### src/rtl/fifo_pop_ctrl_pkg.sv
// Shared definitions for the FIFO pop controller: widths, FSM encoding, occupancy helper.
package fifo_pop_ctrl_pkg;

  localparam int unsigned DEF_DATA_BITS = 10;
  localparam int unsigned WORD_CNT_BITS = 16;
  localparam int unsigned OCC_BITS      = 2;
  localparam int unsigned PEND_BITS     = 3;

  typedef enum logic [1:0] {
    ST_IDLE = 2'd0,
    ST_RUN  = 2'd1,
    ST_ERR  = 2'd2
  } state_e;

  // Words that will occupy the buffer next cycle; 3 bits so the subtraction never wraps.
  function automatic logic [PEND_BITS-1:0] pending(input logic [OCC_BITS-1:0] occ,
                                                   input logic                infl,
                                                   input logic                pop);
    return PEND_BITS'(occ) + PEND_BITS'(infl) - PEND_BITS'(pop);
  endfunction

endpackage

### src/rtl/fifo_pop_ctrl_skid_buf.sv
// Two-entry skid buffer with head/tail pointers; head entry is presented on o_data.
module fifo_pop_ctrl_skid_buf
  import fifo_pop_ctrl_pkg::*;
#(
  parameter int unsigned DATA_BITS = DEF_DATA_BITS
) (
  input  logic                 clk,
  input  logic                 reset,
  input  logic                 i_push,
  input  logic [DATA_BITS-1:0] i_data,
  input  logic                 i_pop,
  output logic [DATA_BITS-1:0] o_data,
  output logic [OCC_BITS-1:0]  o_occ
);

  logic [DATA_BITS-1:0] r_mem [2];
  logic                 r_head;
  logic                 r_tail;
  logic [OCC_BITS-1:0]  r_occ;

  always_ff @(posedge clk) begin
    if (reset) begin
      r_mem[0] <= '0;
      r_mem[1] <= '0;
      r_head   <= 1'b0;
      r_tail   <= 1'b0;
      r_occ    <= '0;
    end else begin
      if (i_push) begin
        r_mem[r_tail] <= i_data;
        r_tail        <= ~r_tail;
      end
      if (i_pop) begin
        r_head <= ~r_head;
      end
      r_occ <= r_occ + OCC_BITS'(i_push) - OCC_BITS'(i_pop);
    end
  end

  assign o_data = r_mem[r_head];
  assign o_occ  = r_occ;

endmodule

### src/rtl/fifo_pop_ctrl.sv
// Drains a synchronous FIFO into a valid/ready consumer through a 2-entry skid buffer.
// Optional delivered-word counter when FIFO_POP_CNT_EN is defined.
module fifo_pop_ctrl
  import fifo_pop_ctrl_pkg::*;
#(
  parameter int unsigned DATA_BITS = DEF_DATA_BITS
) (
  input  logic                     clk,
  input  logic                     reset,
  input  logic [DATA_BITS-1:0]     fifo_data_out,
  input  logic                     fifo_empty,
  input  logic                     fifo_error,
  output logic                     fifo_read,
  output logic [DATA_BITS-1:0]     out_data,
  output logic                     out_valid,
  input  logic                     out_ready,
`ifdef FIFO_POP_CNT_EN
  output logic [WORD_CNT_BITS-1:0] word_count,
`endif
  output logic                     error_out
);

  state_e              r_state;
  state_e              w_state_nxt;
  logic                r_infl;
  logic                r_error;
  logic                w_rd;
  logic                w_pop;
  logic [OCC_BITS-1:0] w_occ;

  assign out_valid = (w_occ != '0);
  assign w_pop     = out_valid & out_ready;
  assign fifo_read = w_rd;
  assign error_out = r_error;

  always_ff @(posedge clk) begin
    if (reset) begin
      r_state <= ST_IDLE;
    end else begin
      r_state <= w_state_nxt;
    end
  end

  // Reads are only issued in RUN when the buffer is guaranteed room for the returning word.
  always_comb begin
    w_state_nxt = r_state;
    w_rd        = 1'b0;
    case (r_state)
      ST_IDLE: w_state_nxt = ST_RUN;
      ST_RUN:  w_rd = ~fifo_empty & (pending(w_occ, r_infl, w_pop) < PEND_BITS'(2));
      ST_ERR:  w_state_nxt = ST_ERR;
      default: w_state_nxt = ST_IDLE;
    endcase
    if (fifo_error) begin
      w_state_nxt = ST_ERR;
    end
  end

  always_ff @(posedge clk) begin
    if (reset) begin
      r_infl  <= 1'b0;
      r_error <= 1'b0;
    end else begin
      r_infl <= w_rd;
      if (fifo_error) begin
        r_error <= 1'b1;
      end
    end
  end

  fifo_pop_ctrl_skid_buf #(
    .DATA_BITS (DATA_BITS)
  ) u_skid (
    .clk    (clk),
    .reset  (reset),
    .i_push (r_infl),
    .i_data (fifo_data_out),
    .i_pop  (w_pop),
    .o_data (out_data),
    .o_occ  (w_occ)
  );

`ifdef FIFO_POP_CNT_EN
  logic [WORD_CNT_BITS-1:0] r_word_count;

  always_ff @(posedge clk) begin
    if (reset) begin
      r_word_count <= '0;
    end else if (w_pop) begin
      r_word_count <= r_word_count + WORD_CNT_BITS'(1);
    end
  end

  assign word_count = r_word_count;
`endif

endmodule

### config.mk
export PLATFORM = sky130hd
export DESIGN_NAME = fifo_pop_ctrl
export DESIGN_NICKNAME = d
export VERILOG_FILES = /design/src/rtl/fifo_pop_ctrl_pkg.sv /design/src/rtl/fifo_pop_ctrl_skid_buf.sv /design/src/rtl/fifo_pop_ctrl.sv
export SDC_FILE = /design/constraint.sdc
export NUM_CORES = 1
export LEC_CHECK = 0
export CAP_MARGIN = 20
export CORE_MARGIN = 10
export CORE_UTILIZATION = 49
export DETAILED_ROUTE_END_ITERATION = 8
export PLACE_DENSITY = 0.77
export SKIP_LAST_GASP = 1
export SLEW_MARGIN = 10
export SYNTH_ARGS = -nofsm -noshare
export SYNTH_HDL_FRONTEND = slang
export SYNTH_SLANG_ARGS = --single-unit
### constraint.sdc
create_clock -name clk -period 3.1 [get_ports clk]
set_input_delay 0.62 -clock clk [delete_from_list [all_inputs] [get_ports clk]]
set_output_delay 0.62 -clock clk [all_outputs]
set_load 0.01 [all_outputs]
# Word level (Yosys, flattened, before mapping)
# Memories as Yosys holds them, arrays and structs flattened. A register that Yosys moved wholly into a read port is not among the register bits.
# Cells that the tools add are included.
[word_totals]
mem_count = 1
output_inout_bits = 13
regBits = 8
ramBits = 20
in_bits = 15
word_cells = 38
[classes]
reduce_logical = 4
n_lt_le_gt_ge = 1
addsub = 4
n_mux = 13
n_eq_ne = 3
n_bitwise = 5
[mem_list]
columns = ["memory", "depth", "word_bits", "rd", "rd_ports_with_merged_regs", "wr", "line", "text"]
rows = [
  ["u_skid.r_mem", 2, 10, 1, 1, 2, "fifo_pop_ctrl_skid_buf.sv:16", "logic [DATA_BITS-1:0] r_mem [2];"],
]
[op_table]
columns = ["cell", "count"]
rows = [
  ["two-way mux 1 bit", 10],
  ["two-way mux 10 bit", 1],
  ["OR reduction 10 bit", 1],
  ["case mux 2 bit (3 select lines)", 1],
  ["adder 2 x 1 -> 3 bit", 1],
  ["< comparator 3 x 2 -> 1 bit (second input constant)", 1],
  ["inverter 1 bit", 3],
  ["subtractor 3 x 1 -> 3 bit", 1],
  ["adder 2 x 1 -> 2 bit", 1],
  ["bitwise AND 1 bit", 2],
  ["equality test 2 x 1 -> 1 bit (second input constant)", 1],
  ["equality test 2 bit (second input constant)", 1],
  ["logical NOT 2 bit", 1],
  ["two-way mux 2 bit", 1],
  ["!= test 2 bit (second input constant)", 1],
  ["nonzero test 2 bit", 1],
  ["OR reduction 2 bit", 1],
  ["subtractor 2 x 1 -> 2 bit", 1],
]

# Depth between registers and ports, before layout
# Gate-level depths: netlist of the first run.
[logic_depth]
word_depth = 6
ltp_mapped = 7
ltp_nobuf = 7

# Modules after synthesis
# From an unflattened synthesis of the first run, not the netlist that was laid out.
[hier_totals]
cells_unflattened = 105
area_unflattened_um2 = 1342.5
[modules_own_cells]
columns = ["mod", "cells_each", "instances", "area_per_inst_um2", "seq_area_each_um2"]
rows = [
  ["fifo_pop_ctrl_skid_buf", 85, 1, 1124.8, 700.7],
  ["fifo_pop_ctrl", 20, 1, 217.7, 80.1],
]

# Worst setup path before layout of the first run
# Ideal clock, no wire load.
[synth_path]
kind = "input -> output"
from = "input port out_ready"
to = "output port fifo_read"
arrival_time_ns = 2.223
required_time_ns = 2.480
stages = 7
path_buffers = 0
setup_slack_ns = 0.257
path_cell_list = "o21a_1 > ha_1 > inv_1 > ha_1 > fa_1 > nand2b_1 > nor4_1"
[synth_via]
elab_chain_cells = 5
[synth_lines]
columns = ["element", "line", "text"]
rows = [
  ["from (decl)", "fifo_pop_ctrl.sv:16", "input logic out_ready,"],
  ["bitwise AND 1 bit", "fifo_pop_ctrl.sv:32", "assign w_pop = out_valid & out_ready;"],
  ["subtractor 3 x 1 -> 3 bit", "fifo_pop_ctrl_pkg.sv:19", "return PEND_BITS'(occ) + PEND_BITS'(infl) - PEND_BITS'(pop);"],
  ["< comparator 3 x 2 -> 1 bit", "fifo_pop_ctrl.sv:50", "ST_RUN: w_rd = ~fifo_empty & (pending(w_occ, r_infl, w_pop) < PEND_BITS'(2));"],
  ["bitwise AND 1 bit", "fifo_pop_ctrl.sv:50", ""],
  ["two-way mux 1 bit", "fifo_pop_ctrl.sv:48", "case (r_state)"],
  ["to (decl)", "fifo_pop_ctrl.sv:13", "output logic fifo_read,"],
]
# Every way passes these cells.

# Worst setup path after layout of the first run
[layout_path]
from = "input port out_ready"
to = "output port fifo_read"
[layout_via]
elab_chain_cells = 5
[layout_lines]
columns = ["element", "line", "text"]
rows = [
  ["bitwise AND 1 bit", "fifo_pop_ctrl.sv:32", ""],
  ["net u_skid.i_pop", "fifo_pop_ctrl_skid_buf.sv:11", "input logic i_pop,"],
  ["subtractor 3 x 1 -> 3 bit", "fifo_pop_ctrl_pkg.sv:19", ""],
  ["< comparator 3 x 2 -> 1 bit", "fifo_pop_ctrl.sv:50", ""],
  ["bitwise AND 1 bit", "fifo_pop_ctrl.sv:50", ""],
  ["two-way mux 1 bit", "fifo_pop_ctrl.sv:48", ""],
]
# The timed path passes the listed nets, and every way through them passes these cells.

==> out/metrics.yaml, run 1 <==
hold_slack_ps: 512
syn_area_per_cell_um2: 13.7
syn-num-nets: 113
grt_pass1_vias: 891
dominantRegCellSynth: "edfxtp_1"
status: "finished with violations"
clockRootBuffer: "clkbuf_4"
first_pass_iters: 4
syn_area_um2: 1310
grt_max_degree: 13
core_um2: 2500
via_per_inst: 5.01
cts_sinks: 29
min-delay-path-class: "flip-flop to flip-flop"
power_leakage_nw: 0.686
worstPathMaxFanout: 2
period_minus_slack_ps: 3130
gr-usage-all-layers_pct: 10.7
final-instance-count-excl-fill: 166
grt_overflow: 0
area_growth_pct: 33.3
rows: 18
crit_arrival_ps: 2510
clock_skew_ps: 5.55
cts.path.max_buffers: 2
hold_buffers: 0
cts_tree: "yes"
relSlewSlack_pct: 67.5
r2r_setup_slack_ps: 1020
synth_top_cell_by_area: "edfxtp_1"
drcViolationCount: 0
dp.cells: 153
die-area_um2: 5130
final_util_pct: 69.6
initial_core_util_pct: 52.2
drive_gt1_share_pct: 30.9
synth_top_cells_by_count: "edfxtp_1 (20), and2_1 (13), mux2_2 (12), dfxtp_1 (9), and2_4 (7)"
finalWorstSetupSlack_ps: -27.7
pin_count: 28
clkLatencyLatePin_ps: 310
clkTransAtPathRegs_ps: 80
cp.required_ps: 2480
total_power_mw: 1.07
final-hold-violation-count: 0
antenna_left: 0
fillers: 174
die_w_um: 71.6
synth.area.top_cells: "edfxtp_1 (46%), dfxtp_1 (14%), mux2_2 (10%), and2_1 (6.2%), and2_4 (4.7%)"
worstMarginPinSlew_ps: 487
h-tree-depth: 2
yosysUniqueCellTypes: 27
antenna_found_initial: 0
numCtsBuffers: 5
synthCells: 95
synth_edf_count: 20
nNetsFinal: 153
startpoint_type: "primary input"
synth-seq-cells: 29
wire_per_inst_um: 17.0
fmax_mhz: 320
finalMaxSlewViolations: 0
diodes: 0
grt_pass1_wl_um: 4310
synth_seq_area_share_pct: 59.8
num_vias: 832
crit_type: "primary input to output port"
cp-end-kind: "output port"
post-synth-top-count-cell: "edfxtp_1"
power_density_nw_per_um2: 613
yosysWarnings: 0
min_period_over_period_pct: 101
dpl.hpwl_um: 1890
die_h_um: 71.6
ir_drop_mv: 0.492
setup_violations: 1
synthArstFlopShare_pct: 0
drt_iter0_drc: 23
synth.top_cell.area_share_pct: 46.0
gp_congestion: 0.685
io_buffers: 27
wl_um: 2820
maxCapViolCount: 0
violations: "negative setup slack"
-- state kept, by name, summed over array words and instances, names as in the netlist, named ones only --
register / cells
u_skid.r_head: 1
u_skid.r_mem: 20
error_out: 1
u_skid.o_occ: 2
r_infl: 1
u_skid.r_tail: 1
r_state: 2
-- layout by cell type (no fill, tap or decap) --
| cell type | Yosys | layout |
|---|---|---|
| clkbuf_1 | 0 | 2 |
| and2b_1 | 1 | 1 |
| nor4b_2 | 1 | 1 |
| or2_1 | 1 | 1 |
| fa_1 | 1 | 1 |
| clkinv_1 | 0 | 1 |
| clkbuf_4 | 0 | 5 |
| nor3_1 | 1 | 1 |
| inv_1 | 6 | 5 |
| and3b_1 | 1 | 1 |
| a21oi_1 | 1 | 1 |
| nor2_1 | 4 | 4 |
| xnor2_1 | 2 | 2 |
| clkdlybuf4s50_1 | 0 | 25 |
| nand2b_1 | 2 | 1 |
| nor4_2 | 0 | 1 |
| nand2b_4 | 0 | 1 |
| nor2b_1 | 2 | 2 |
| clkdlybuf4s15_1 | 0 | 1 |
| o21a_1 | 1 | 1 |
| and2_1 | 13 | 13 |
| buf_2 | 1 | 1 |
| buf_4 | 1 | 9 |
| edfxtp_1 | 20 | 20 |
| mux2_2 | 12 | 12 |
| and2_4 | 7 | 7 |
| nor2_2 | 1 | 1 |
| dfxtp_1 | 9 | 9 |
| inv_2 | 0 | 1 |
| nor3b_4 | 1 | 1 |
| nand2_1 | 1 | 1 |
| a21o_1 | 1 | 1 |
| ha_4 | 0 | 2 |
-- metal layers --
layer	up-vias	share of wire [%]	track usage, %
li1	400	-	-
met1	411	40	11.6
met3	4	5.1	4.41
met2	17	54	18.0
met4	0	0.89	4.52
met5	-	0	0
-- stage by stage --
stage	setup slack, ps	instance area, µm²	TNS, ps
5_1_grt	-73.9	1740	-73.9
3_3_place_gp	-512	1620	-512
6_report	-27.7	1740	-27.7
2_1_floorplan	257	1310	0
3_5_place_dp	-616	1620	-616
4_1_cts	53.1	1720	0
-- timing repair --
action / in CTS / in global routing
endpoints found under the setup margin: 1 / 1
pin swaps: 3 / 2
gates resized for setup: 12 / 1
endpoints found under the hold margin: 0 / 0
buffers inserted: 4 / 1
-- power by group --
group	switching (mW)	internal (mW)
sequential	0.0369	0.449
clock	0.121	0.0870
combinational	0.142	0.229
-- worst paths after layout --
check,cells past startpoint,endpoint,start
worst min-delay path,2,error_out,error_out
worst max-delay path,9,fifo_read,out_ready
worst max register to register,8,r_infl,u_skid.o_occ[1]
worst min register to register,2,error_out,error_out
-- cells by family after synthesis --
kind of cell             share of synthesized area (%)
XOR/XNOR                                          1.34
flip-flops                                        59.8
AND/OR/NAND/NOR                                   19.9
AO/OA/AOI/OAI                                     1.53
adder cells (fa/ha/maj)                           3.45
multiplexers                                      10.4
buffers and inverters                             3.55
-- final cells by class --
| type | count | area [µm²] | area share, % |
|---|---|---|---|
| tap | 30 | 37.5 | 2.16 |
| inverter | 6 | 22.5 | 1.29 |
| timing repair buffer | 36 | 333 | 19.1 |
| clock buffer | 7 | 45.0 | 2.59 |
| multi-input combinational | 57 | 517 | 29.7 |
| sequential | 29 | 781 | 44.9 |
| clock inverter | 1 | 3.75 | 0.216 |
-- worst max-delay path: stages --
cell and delay (ps):
clkdlybuf4s15_1 180, o21a_1 150, ha_4 270, inv_2 40, ha_4 150, fa_1 450, nand2b_4 160, nor4_2 280
buf_2 200
Power figures use the tool's default switching activity.
==> run 2: changes to the inputs <==
--- a/config.mk
+++ b/config.mk
@@ -10,7 +10,6 @@
 export CORE_UTILIZATION = 49
 export DETAILED_ROUTE_END_ITERATION = 8
 export PLACE_DENSITY = 0.77
-export SKIP_LAST_GASP = 1
 export SLEW_MARGIN = 10
 export SYNTH_ARGS = -nofsm -noshare
 export SYNTH_HDL_FRONTEND = slang
==> results of run 2 <==
Same layout as run 1: the final DEF is identical, and so are final timing and power.
==> run 3: changes to the inputs <==
--- a/config.mk
+++ b/config.mk
@@ -5,11 +5,12 @@
 export SDC_FILE = /design/constraint.sdc
 export NUM_CORES = 1
 export LEC_CHECK = 0
+export ABC_AREA = 1
 export CAP_MARGIN = 20
 export CORE_MARGIN = 10
-export CORE_UTILIZATION = 49
+export CORE_UTILIZATION = 48
 export DETAILED_ROUTE_END_ITERATION = 8
-export PLACE_DENSITY = 0.77
+export PLACE_DENSITY_LB_ADDON = 0.2
 export SLEW_MARGIN = 10
 export SYNTH_ARGS = -nofsm -noshare
 export SYNTH_HDL_FRONTEND = slang
==> run 3 against run 2 <==
Compared with the run above:
- the run now ends clean
- sequential power shrank 2%
- global-route usage fell by 0.50 points
- worst hold slack worse by 56 ps
- first-iteration DRC count decreased by 13%
==> out/metrics.yaml, run 3 <==
worstPathMaxFanout: 2
wl_met2_um: 1300
clockRootBuffer: "clkbuf_4"
synthCells: 116
yosysWarnings: 0
min_path_cells: 1
fillers: 231
dp.cells: 171
fmax_mhz: 335
ir_drop_mv: 0.457
hold_buffers: 0
crit_arrival_ps: 2370
regMostFlops: "u_skid.r_mem"
clkLatencyLatePin_ps: 320
grt_pass1_vias: 923
area_growth_pct: 29.0
dominantRegCellSynth: "edfxtp_1"
relSlewSlack_pct: 68.0
period_minus_slack_ps: 2990
wl_met1_um: 950
rows: 18
diodes: 0
final_util_pct: 64.9
cts_sinks: 29
antenna_found_initial: 0
maxCapViolCount: 0
io_buffers: 27
cts_tree: "yes"
layout_commonest_cell: "nor2_1"
syn_area_per_cell_um2: 10.8
wl_um: 2450
synth_seq_area_share_pct: 62.6
h-tree-depth: 2
grt_pass1_wl_um: 4130
num_vias: 869
reg2reg_to: "r_infl"
grt_overflow: 0
drcViolationCount: 0
numCtsBuffers: 5
synth-seq-cells: 29
gp_congestion: 0.691
final-hold-violation-count: 0
setup_violations: 0
drt_iter0_drc: 20
dpl.hpwl_um: 1760
syn-num-nets: 134
core_um2: 2480
reg2reg_depth: 12
drive_gt1_share_pct: 17.2
status: "finished, final reports clean"
die-area_um2: 5040
nNetsFinal: 168
rsz0062_at_grt: "no"
synth.top_cell.area_share_pct: 48.1
grt_max_degree: 13
largest_reg_flops: 20
die_w_um: 71.0
layout_common_cells: "nor2_1 (33), clkdlybuf4s50_1 (25), inv_1 (21)"
r2r_setup_slack_ps: 1100
clock_skew_ps: 10.7
cts.path.max_buffers: 2
cp.required_ps: 2480
setup.worst_path.start: "out_ready"
synth_edf_count: 20
route.met3.wl_um: 158
r2r-start: "u_skid.o_occ[1]"
min_period_over_period_pct: 96.3
synth_top_cell_by_area: "edfxtp_1"
startpoint_type: "primary input"
total_power_uw: 999
power_leakage_nw: 0.713
synthArstFlopShare_pct: 0
worstHoldEndpoint: "r_state[0]"
dp_slack_ps: -562
initial_core_util_pct: 50.4
routed.top_layer: "met4"
cp-end-kind: "output port"
synth.area.top_cells: "edfxtp_1 (48%), dfxtp_1 (14%), nor2_1 (10%), mux2_2 (9.0%), inv_1 (6.3%)"
min_from: "r_state[1]"
final-instance-count-excl-fill: 181
tns_ps: 0
via_per_inst: 4.80
wire_per_inst_um: 13.5
synth_top_cells_by_count: "nor2_1 (34), inv_1 (21), edfxtp_1 (20), mux2_2 (10), dfxtp_1 (9)"
finalMaxSlewViolations: 0
crit_type: "primary input to output port"
first_pass_iters: 2
finalWorstSetupSlack_ps: 115
antenna_left: 0
yosysUniqueCellTypes: 16
die_h_um: 71.0
pin_count: 28
post-synth-top-count-cell: "nor2_1"
gr-usage-all-layers_pct: 10.2
syn_area_um2: 1250
power_density_nw_per_um2: 621
worstMarginPinSlew_ps: 479
min-delay-path-class: "flip-flop to flip-flop"
clkTransAtPathRegs_ps: 80
-- run 3: cell types whose count changed in the layout (fill, tap and decap cells not counted), sizes merged, moves of 2 or more --
| cell | delta |
|---|---|
| nand2 | +8 |
| xnor2 | -2 |
| nor2 | +29 |
| nand3 | +4 |
| inv | +16 |
| and2 | -20 |
| nor2b | -2 |
| buf | -6 |
| mux2 | -2 |
| nand2b | -2 |
-- run 3: metrics by stage --
stage               hold slack (ps)  cell area (µm²)
floorplan                       416             1250
CTS                             459             1610
detailed placement              448             1540
finish                          457             1610
global placement                431             1540
global route                    490             1610
-- run 3: how the worst max path moves through the flow --
stage           endpoint  depth (start not counted)
6_report       fifo_read                         13
5_1_grt        fifo_read                         13
4_1_cts        fifo_read                         11
3_5_place_dp   fifo_read                         11
3_3_place_gp   fifo_read                         11
2_1_floorplan  fifo_read                          9
-- run 3: routing by layer --
metal / GRT usage (%) / vias up
met3: 4.74 / 6
li1: - / 435
met1: 9.88 / 409
met4: 4.52 / 0
met5: 0 / -
met2: 18.2 / 19
-- run 3: worst max-delay path, cell delays in order --
cell	delay [ps]
dlygate4sd2_1	250
inv_1	80
nor2_2	40
ha_1	280
inv_1	40
ha_2	170
fa_1	420
inv_1	70
nand2_1	50
nand2_1	70
nand3_1	90
inv_1	60
buf_2	120
-- run 3: area by class of cell --
cell class	instances	area (µm²)	area share, %
repair buffers	30	287	17.8
clock inverters	2	8.76	0.544
well taps	30	37.5	2.33
flip-flops and latches	29	781	48.5
multi-input cells	62	362	22.5
clock buffers	6	51.3	3.19
inverters	22	82.6	5.13
-- run 3: kinds of logic (layout without fill, tap and decap cells) --
| kind of cell | Yosys count | after routing | synth area share [%] |
|---|---|---|---|
| compound gates | 1 | 1 | 0.401 |
| fa+ha+maj | 3 | 3 | 3.61 |
| buf+inv | 25 | 60 | 8.83 |
| flops | 29 | 29 | 62.6 |
| mux | 10 | 10 | 9.03 |
| simple gates | 48 | 48 | 15.5 |
-- run 3: timing repair --
action                     4_1_cts  5_1_grt
setup buffers                    2        0
gates resized for setup          7        0
setup endpoints to repair        1        0
-- run 3: power by group --
part           internal, mW  switching (mW)  leakage, nW
Sequential            0.447          0.0304        0.280
Clock                 0.107           0.125       0.0357
Combinational         0.160           0.129        0.397
